--- config.mk ---
export PLATFORM = sky130hd
export DESIGN_NAME = mem_arbiter_flat
export DESIGN_NICKNAME = d
export VERILOG_FILES = /design/src/rtl/mem_arbiter_if.sv /design/src/rtl/mem_arbiter.sv /design/src/flat_wrapper.sv
export SDC_FILE = /design/constraint.sdc
export NUM_CORES = 1
export LEC_CHECK = 0
export ABC_AREA = 1
export CAP_MARGIN = 20
export CORE_ASPECT_RATIO = 2
export CORE_MARGIN = 8
export CORE_UTILIZATION = 38
export CTS_BUF_LIST = sky130_fd_sc_hd__clkbuf_4 sky130_fd_sc_hd__clkbuf_8
export CTS_CLUSTER_DIAMETER = 100
export DETAILED_ROUTE_END_ITERATION = 10
export DONT_BUFFER_PORTS = 1
export GPL_TIMING_DRIVEN = 0
export PLACE_DENSITY = 0.54
export SKIP_CTS_REPAIR_TIMING = 1
export SLEW_MARGIN = 20
export SYNTH_ARGS = -nofsm -noshare
export SYNTH_HDL_FRONTEND = slang
export SYNTH_SLANG_ARGS = --single-unit
--- constraint.sdc ---
create_clock -name CLK -period 2.2 [get_ports CLK]
set_input_delay 0.22 -clock CLK [delete_from_list [all_inputs] [get_ports CLK]]
set_output_delay 0.22 -clock CLK [all_outputs]
set_load 0.02 [all_outputs]
--- src/rtl/mem_arbiter_if.sv ---
// Datapath cache bus plus shared RAM port as seen by mem_arbiter.
// slave = the arbiter, master = the datapath/RAM side driving it.
interface mem_arbiter_if #(parameter int WORD_W = 32);
    logic              iREN;
    logic [WORD_W-1:0] iaddr;
    logic [WORD_W-1:0] iload;
    logic              ihit;
    logic              dREN;
    logic              dWEN;
    logic              datomic;
    logic [WORD_W-1:0] daddr;
    logic [WORD_W-1:0] dstore;
    logic [WORD_W-1:0] dload;
    logic              dhit;
    logic              ramREN;
    logic              ramWEN;
    logic [WORD_W-1:0] ramaddr;
    logic [WORD_W-1:0] ramstore;
    logic [WORD_W-1:0] ramload;
    logic [1:0]        ramstate;
    logic              ram_err;

    modport slave (
        input  iREN, iaddr, dREN, dWEN, datomic, daddr, dstore, ramload, ramstate,
        output iload, ihit, dload, dhit, ramREN, ramWEN, ramaddr, ramstore, ram_err
    );
    modport master (
        output iREN, iaddr, dREN, dWEN, datomic, daddr, dstore, ramload, ramstate,
        input  iload, ihit, dload, dhit, ramREN, ramWEN, ramaddr, ramstore, ram_err
    );
endinterface

--- src/rtl/mem_arbiter.sv ---
// Serialises instruction/data requests onto one RAM port and owns the LL/SC link register.
// Optional ARB_STARVE_GUARD_EN: bounds data grants while an instruction fetch waits.
module mem_arbiter #(
    parameter int WORD_W       = 32,
    parameter int STARVE_LIMIT = 4
) (
    input  logic          CLK,
    input  logic          nRST,
    mem_arbiter_if.slave  bus
);
    typedef enum logic [1:0] {IDLE, IGRANT, DGRANT, SCFAIL} state_e;
    localparam logic [1:0] RAM_ACCESS = 2'd2;
    localparam logic [1:0] RAM_ERROR  = 2'd3;

    state_e              state_q, state_d;
    logic                link_valid_q, link_valid_d;
    logic [WORD_W-3:0]   link_addr_q, link_addr_d;
    logic                ram_err_q, ram_err_d;
    logic                dreq, sc_ok, force_i;

    assign dreq  = bus.dREN | bus.dWEN;
    assign sc_ok = link_valid_q && (link_addr_q == bus.daddr[WORD_W-1:2]);
    assign bus.ram_err = ram_err_q;

`ifdef ARB_STARVE_GUARD_EN
    localparam int CW = $clog2(STARVE_LIMIT + 1);
    logic [CW-1:0] starve_q, starve_d;

    assign force_i = bus.iREN && (starve_q == CW'(STARVE_LIMIT));

    // Counts data grants taken while a fetch is waiting; any fetch grant clears it.
    always_comb begin
        starve_d = starve_q;
        if (state_q == IDLE) begin
            if (state_d == IGRANT)
                starve_d = '0;
            else if (state_d == DGRANT || state_d == SCFAIL)
                starve_d = bus.iREN ? starve_q + 1'b1 : '0;
        end
    end

    always_ff @(posedge CLK or negedge nRST) begin
        if (!nRST) starve_q <= '0;
        else       starve_q <= starve_d;
    end
`else
    assign force_i = 1'b0;
`endif

    always_comb begin
        state_d      = state_q;
        link_valid_d = link_valid_q;
        link_addr_d  = link_addr_q;
        ram_err_d    = ram_err_q;
        bus.iload    = '0;
        bus.ihit     = 1'b0;
        bus.dload    = '0;
        bus.dhit     = 1'b0;
        bus.ramREN   = 1'b0;
        bus.ramWEN   = 1'b0;
        bus.ramaddr  = '0;
        bus.ramstore = '0;
        unique case (state_q)
            IDLE: begin
                // A failing SC is resolved here so the RAM never sees it.
                if (dreq && !force_i)
                    state_d = (bus.dWEN && bus.datomic && !sc_ok) ? SCFAIL : DGRANT;
                else if (bus.iREN)
                    state_d = IGRANT;
            end
            IGRANT: begin
                bus.ramaddr = bus.iaddr;
                bus.ramREN  = 1'b1;
                if (bus.ramstate == RAM_ERROR) ram_err_d = 1'b1;
                if (!bus.iREN) begin
                    state_d = IDLE;
                end else if (bus.ramstate == RAM_ACCESS) begin
                    bus.ihit  = 1'b1;
                    bus.iload = bus.ramload;
                    state_d   = IDLE;
                end
            end
            DGRANT: begin
                bus.ramaddr  = bus.daddr;
                bus.ramWEN   = bus.dWEN;
                bus.ramREN   = bus.dREN & ~bus.dWEN;
                bus.ramstore = bus.dstore;
                if (bus.ramstate == RAM_ERROR) ram_err_d = 1'b1;
                if (!dreq) begin
                    state_d = IDLE;
                end else if (bus.ramstate == RAM_ACCESS) begin
                    bus.dhit = 1'b1;
                    state_d  = IDLE;
                    if (bus.dWEN) begin
                        bus.dload = bus.datomic ? WORD_W'(1) : bus.ramload;
                        if (bus.datomic || bus.daddr[WORD_W-1:2] == link_addr_q)
                            link_valid_d = 1'b0;
                    end else begin
                        bus.dload = bus.ramload;
                        if (bus.datomic) begin
                            link_valid_d = 1'b1;
                            link_addr_d  = bus.daddr[WORD_W-1:2];
                        end
                    end
                end
            end
            SCFAIL: begin
                bus.dhit     = 1'b1;
                link_valid_d = 1'b0;
                state_d      = IDLE;
            end
        endcase
    end

    always_ff @(posedge CLK or negedge nRST) begin
        if (!nRST) begin
            state_q      <= IDLE;
            link_valid_q <= 1'b0;
            link_addr_q  <= '0;
            ram_err_q    <= 1'b0;
        end else begin
            state_q      <= state_d;
            link_valid_q <= link_valid_d;
            link_addr_q  <= link_addr_d;
            ram_err_q    <= ram_err_d;
        end
    end
endmodule
--- src/flat_wrapper.sv ---
// flat-port wrapper written by rule: the top's interface ports become plain ports
module mem_arbiter_flat 
#(
    parameter int WORD_W       = 32,
    parameter int STARVE_LIMIT = 4
)
  (CLK, nRST, bus_iREN, bus_iaddr, bus_dREN, bus_dWEN, bus_datomic, bus_daddr, bus_dstore, bus_ramload, bus_ramstate, bus_iload, bus_ihit, bus_dload, bus_dhit, bus_ramREN, bus_ramWEN, bus_ramaddr, bus_ramstore, bus_ram_err);
  mem_arbiter_if #(.WORD_W(WORD_W)) bus_i ();
  input  logic CLK;
  input  logic nRST;
  input wire logic [$bits(bus_i.iREN)-1:0] bus_iREN;
  input wire logic [$bits(bus_i.iaddr)-1:0] bus_iaddr;
  input wire logic [$bits(bus_i.dREN)-1:0] bus_dREN;
  input wire logic [$bits(bus_i.dWEN)-1:0] bus_dWEN;
  input wire logic [$bits(bus_i.datomic)-1:0] bus_datomic;
  input wire logic [$bits(bus_i.daddr)-1:0] bus_daddr;
  input wire logic [$bits(bus_i.dstore)-1:0] bus_dstore;
  input wire logic [$bits(bus_i.ramload)-1:0] bus_ramload;
  input wire logic [$bits(bus_i.ramstate)-1:0] bus_ramstate;
  output wire logic [$bits(bus_i.iload)-1:0] bus_iload;
  output wire logic [$bits(bus_i.ihit)-1:0] bus_ihit;
  output wire logic [$bits(bus_i.dload)-1:0] bus_dload;
  output wire logic [$bits(bus_i.dhit)-1:0] bus_dhit;
  output wire logic [$bits(bus_i.ramREN)-1:0] bus_ramREN;
  output wire logic [$bits(bus_i.ramWEN)-1:0] bus_ramWEN;
  output wire logic [$bits(bus_i.ramaddr)-1:0] bus_ramaddr;
  output wire logic [$bits(bus_i.ramstore)-1:0] bus_ramstore;
  output wire logic [$bits(bus_i.ram_err)-1:0] bus_ram_err;
  assign bus_i.iREN = bus_iREN;
  assign bus_i.iaddr = bus_iaddr;
  assign bus_i.dREN = bus_dREN;
  assign bus_i.dWEN = bus_dWEN;
  assign bus_i.datomic = bus_datomic;
  assign bus_i.daddr = bus_daddr;
  assign bus_i.dstore = bus_dstore;
  assign bus_i.ramload = bus_ramload;
  assign bus_i.ramstate = bus_ramstate;
  assign bus_iload = bus_i.iload;
  assign bus_ihit = bus_i.ihit;
  assign bus_dload = bus_i.dload;
  assign bus_dhit = bus_i.dhit;
  assign bus_ramREN = bus_i.ramREN;
  assign bus_ramWEN = bus_i.ramWEN;
  assign bus_ramaddr = bus_i.ramaddr;
  assign bus_ramstore = bus_i.ramstore;
  assign bus_ram_err = bus_i.ram_err;
  mem_arbiter #(.WORD_W(WORD_W), .STARVE_LIMIT(STARVE_LIMIT)) u_core (.CLK(CLK), .nRST(nRST), .bus(bus_i));
endmodule
==> results of run 1 <==
## cells in the final DEF, fill, tap and decap left out, types with 4 or more instances in the layout
cell type	instances
clkbuf_1	6
buf_6	7
a21oi_4	5
o21ai_0	14
mux2_1	6
clkbuf_2	8
nor3_4	28
nor2_4	31
mux2_4	10
nor2_1	20
xnor2_1	16
nand3_1	4
nand2_1	172
dfrtp_1	34
a21oi_2	21
clkbuf_8	5
inv_1	98
a21oi_1	7
clkbuf_4	4
## critical path: cells and delay by family, from the launching register on
family	cells	cell delay, ps
and+or+nand+nor	3	560
adders and majority gates	1	270
DFF	1	450
buffers and inverters	3	450
## sequential cells by signal, summed over array words and instances (netlist names)
name and cells:
u_core.bus.ram_err 1, u_core.link_addr_q 30, u_core.link_valid_q 1, u_core.state_q 2
## power by group through the flow
stage | Sequential, mW | Combinational, mW | Clock, mW
floorplan | 1.01 | 2.00 | 0
global placement | 1.04 | 2.38 | 0
detailed placement | 1.05 | 2.38 | 0
CTS | 1.04 | 2.39 | 0.600
global route | 1.07 | 3.12 | 0.628
finish | 1.04 | 2.81 | 0.585
## cell usage after synthesis (2+ instances only)
cell	n	share of area [%]
nand2_1	174	21
dfrtp_1	34	27
xnor2_1	16	4.5
xor2_1	2	0.56
mux2_2	2	0.72
nand3_1	4	0.64
buf_1	3	0.36
clkbuf_1	14	1.7
buf_6	2	0.72
inv_1	99	12
a21oi_1	33	5.3
o21ai_0	14	2.2
buf_2	8	1.3
mux2_4	10	4.8
nor3_1	31	5.0
mux2_1	6	2.2
ha_1	5	2.0
nor2_1	53	6.4
o22ai_1	3	0.60
## path summary, 6_finish.rpt
check | startpoint | end | slack (ps) | cells past startpoint
setup / recovery | u_core.state_q[0] | bus_dload[20] | -50 | 7
hold / removal | bus_daddr[18] | u_core.link_addr_q[16] | 60 | 1
min in group asynchronous | nRST | u_core.link_addr_q[20] | 390 | 2
setup reg to reg | u_core.state_q[0] | u_core.link_addr_q[13] | 230 | 7
max in group asynchronous | nRST | u_core.link_addr_q[3] | 1630 | 2
hold reg to reg | u_core.link_valid_q | u_core.link_valid_q | 500 | 2
## logic make-up (layout without fill, tap and decap cells)
group,Yosys count,count (layout)
AO/OA/AOI/OAI,52,52
XOR/XNOR,18,18
adder cells (fa/ha/maj),5,5
buffers and inverters,126,135
flip-flops,34,34
multiplexers,18,18
AND/OR/NAND/NOR,265,265
## routing by layer
metal  vias to the layer above  global-route usage, %  routed length (µm)
met1                      1465                  20.38                4323
met5                         -                      0                   0
met3                         7                  7.970                1313
met2                       177                  29.29                6205
met4                         0                  2.606                  91
li1                       1568                      -                   -
## metrics by stage
step,utilization (%),power [mW],cells,worst slack (ps),hold slack (ps)
after CTS,41.47,4.029,624,-705.6,-386.7
after detailed placement,40.07,3.430,616,-387.2,-74.00
final,51.37,4.437,625,-52.24,64.20
after global routing,51.37,4.822,625,-155.7,56.63
after floorplan,-,3.006,518,130.7,-75.59
after global placement,40.07,3.419,616,-377.3,-74.54
## area by class of cell
type	count	area, µm²	share of cell area [%]
Multi-Input combinational cell	358	2504	60.05
Sequential cell	34	850.8	20.41
Inverter	99	371.6	8.914
Buffer	26	176.4	4.232
Tap cell	98	122.6	2.941
Clock buffer	7	83.83	2.011
Clock inverter	1	30.03	0.7203
Timing Repair Buffer	2	30.03	0.7203
==> impl_metrics.ini, run 1 <==
[worst_setup_path]
path_cells = inv_1 -> ha_2 -> inv_1 -> nor2_1 -> nand2_2 -> buf_6 -> nor3_4
worstPathMaxFanout = 10
crit_arrival_ps = 2030
worstSetupPathType = reg2out
end_kind = output port
cpMostUsedCell = inv_1
worst_path_largest_cell_delay_ps = 450
critPathRequiredTime_ps = 1980
cp-start-kind = flop
crit_slowest_cell = dfrtp_1

[sta]
finalSetupTns_ps = -597.0
hold_viol_final = 0
rsz0062_at_grt = true
max_freq_mhz = 444.0
worst_slew_pin_slew_ps = 1228
finalCritPeriodShare_pct = 102.4
drv_slew = 0
setup_viol = 31
maxSlewHeadroom_pct = 18.14
skew_ps = 2.856
fin_ws_ps = -52.24
fin_crit_ps = 2252

[clocking]
worstSkewPairLatency_ps = 280
clkTransAtPathRegs_ps = 70
root_buffer = clkbuf_8
cts_buffers = 5
htreeDepth = 2
cts_buffer_depth = 2
clock-sinks = 34
cts_tree = yes

[drt]
ant_nets = 0
routed_wl_um = 11930
vias = 3217
firstDrtPassIters = 4
vias_per_cell = 5.147
post_drt_wl_per_cell_um = 19.09
drtIter0Drc = 116
drc_errors = 0

[synth]
synth_cell_types = 24
synth_xor_area_share_pct = 5.038
synthSimpleGateAreaFrac_pct = 33.55
synth-edff-count = 0
async_reset_ff_share_pct = 100.0
syn-num-nets = 659
yosys.area_share.adder_pct = 1.999
synth_seq_cells = 34
syn_area_per_cell_um2 = 6.041
synthMuxAreaShare_pct = 7.677
ys_warn_count = 0
synth_top_family_by_area = simple AND/OR/NAND/NOR gates
synth_compound_area_share_pct = 8.637
ys.flop_type = dfrtp_1
synth_cells = 518
syn_area_mm2 = 0.003129
ys_seq_area_share_pct = 27.19

[pwr]
switching_share_pct = 53.85
power_frac_comb_pct = 63.4
pwr-share-clk_pct = 13.2
p_sw_mw = 2.389
p_leak_nw = 2.015
pwr-share-seq_pct = 23.4
max-vdd-ir-drop_mv = 0.8765
intPower_mw = 2.047
power_density_mw_per_mm2 = 1064

[final_layout]
fin_area_mm2 = 0.004169
fin_nets = 667
diodes = 0
nFillCells = 814
drive_gt1_share_pct = 26.57
syn2layout_area_growth_pct = 33.23

[floorplan]
die-area_mm2 = 0.01157
core-area_mm2 = 0.008115
die_h_um = 144.3
die_x_um = 80.17
io_pins = 269
initial_utilization_pct = 38.56
rows = 47

[global_routing]
antenna_found_initial = 0
grt-ovfl-total = 0
grt_pass1_wl_um = 16210
grt_max_degree = 35
grt_pass1_vias = 3106
grt_use_total_pct = 17.62

[worst_hold_path]
hp-class = in2reg

[placement]
gp_congestion = 0.8032
dpl_cell_area_mm2 = 0.003252
io_buffers = 0
place_hpwl_um = 9388

[job]
cap_viol_max_count = 0

[status]
failed_checks = setup timing
status = complete, but fails checks
Note: power is estimated with default switching activity, not from simulation.
==> inputs of run 2 (changes only) <==
- CORE_ASPECT_RATIO: 2 -> not set
==> impl_metrics.ini, run 2 (synthesis gave the netlist of run 1 again) <==
[final_layout]
fin_nets = 675
nFillCells = 748
drive_gt1_share_pct = 29.16
final_cell_mix = nand2_1 (173), inv_1 (95), dfrtp_1 (33)
diodes = 0
largest-register = u_core.link_addr_q
post-route-util_pct = 55.19
largest_reg_flops = 30
layout_commonest_cell = nand2_1
largestRegisters = u_core.link_addr_q: 30 flops, u_core.state_q: 2 flops
syn2layout_area_growth_pct = 42.74

[worst_hold_path]
hold_end = u_core.link_addr_q[14]
hold_path_startpoint = bus_daddr[16]
hp-class = in2reg
whs_path_depth = 1

[worst_setup_path]
critPathRequiredTime_ps = 1980
worstPathMaxFanout = 10
end_kind = output port
reg2reg_slack_ps = 320
worstSetupPathType = reg2out
r2r-start = u_core.state_q[0]
r2r-end = u_core.link_addr_q[12]
crit_arrival_ps = 1950
cp-start-kind = flop
reg2regPathDepth = 7

[placement]
io_buffers = 0
place_hpwl_um = 9455
gp_congestion = 0.7661

[pwr]
p_leak_nw = 2.088
max-vdd-ir-drop_mv = 0.9614
finalPower_mw = 4.910
power_density_mw_per_mm2 = 1099

[sta]
drv_slew = 0
setup_viol = 0
max_freq_mhz = 460.3
finalSetupTns_ps = 0
hold_viol_final = 0
finalCritPeriodShare_pct = 98.75
whs_ps = 66.91
fin_crit_ps = 2172
rsz0062_at_grt = true
skew_ps = 16.94
worst_slew_pin_slew_ps = 1236
maxSlewHeadroom_pct = 17.62

[global_routing]
grt_pass1_wl_um = 17080
grt_max_degree = 35
grt_pass1_vias = 3016
grt_use_total_pct = 18.25
antenna_found_initial = 0
grt-ovfl-total = 0

[floorplan]
rows = 33
die-area_mm2 = 0.01139
die_x_um = 106.7
core-area_mm2 = 0.008093
initial_utilization_pct = 38.67
io_pins = 269
die_h_um = 106.7

[drt]
post_drt_wl_per_cell_um = 20.33
vias = 3305
vias_per_cell = 5.164
routed_wl_um = 13010
ant_nets = 0
firstDrtPassIters = 5
drtIter0Drc = 294
drc_errors = 0

[clocking]
clock-sinks = 34
cts_tree = yes
root_buffer = clkbuf_8
cts_buffers = 5
worstSkewPairLatency_ps = 290
clkTransAtPathRegs_ps = 70
htreeDepth = 2
cts_buffer_depth = 2

[job]
cap_viol_max_count = 0

[status]
status = completed
-- run 2: changes by cell type in the layout (fill, tap and decap cells not counted), sizes merged --
cell      change
clkinv        +1
clkinvlp      +2
clkbuf        +1
buf           +6
inv           -1
bufinv        -1
-- run 2: worst max path at each step --
stage                            to  slack (ps)  cells after the start              start
finish              bus_ramaddr[12]          30                      6  u_core.state_q[1]
global route        bus_ramaddr[14]         -50                      6  u_core.state_q[1]
CTS                    bus_iload[5]        -740                      8  u_core.state_q[1]
detailed placement     bus_iload[5]        -430                      8  u_core.state_q[1]
global placement      bus_iload[24]        -410                      8  u_core.state_q[1]
floorplan             bus_iload[10]         130                      8  u_core.state_q[1]
-- run 2: metal layers --
layer	GRT usage, %	vias up	share of wire, %
met3	6.719	17	8.4
met2	31.31	152	52
li1	-	1588	-
met5	0	-	0
met1	21.99	1548	39
met4	1.709	0	1.3
-- run 2: power by group --
part	total (mW)	switching (mW)	internal [mW]
logic	3.36	2.32	1.05
clock network	0.493	0.241	0.252
registers	1.05	0.188	0.865
-- run 2: cell type report --
type | count | area, µm² | share of cell area, %
Clock buffer | 6 | 82.58 | 1.849
Clock inverter | 2 | 12.51 | 0.2801
Buffer | 26 | 201.4 | 4.510
Tap cell | 105 | 131.4 | 2.941
Multi-Input combinational cell | 358 | 2684 | 60.08
Timing Repair Buffer | 10 | 125.1 | 2.801
Sequential cell | 34 | 852.1 | 19.08
Inverter | 99 | 377.9 | 8.459
-- run 2: critical path, stage by stage (launching register included) --
cell,delay (ps)
dfrtp_1,440
inv_2,90
ha_1,370
clkinvlp_4,190
buf_4,200
buf_6,180
a21oi_4,210
-- run 2: metrics by stage --
step / instances / worst slack [ps] / instance area [µm²]
after global routing: 640 / -47.04 / 4467
after detailed placement: 623 / -427.4 / 3261
final: 640 / 27.57 / 4467
after CTS: 631 / -739.8 / 3356
after floorplan: 518 / 130.7 / 3129
after global placement: 623 / -411.9 / 3261
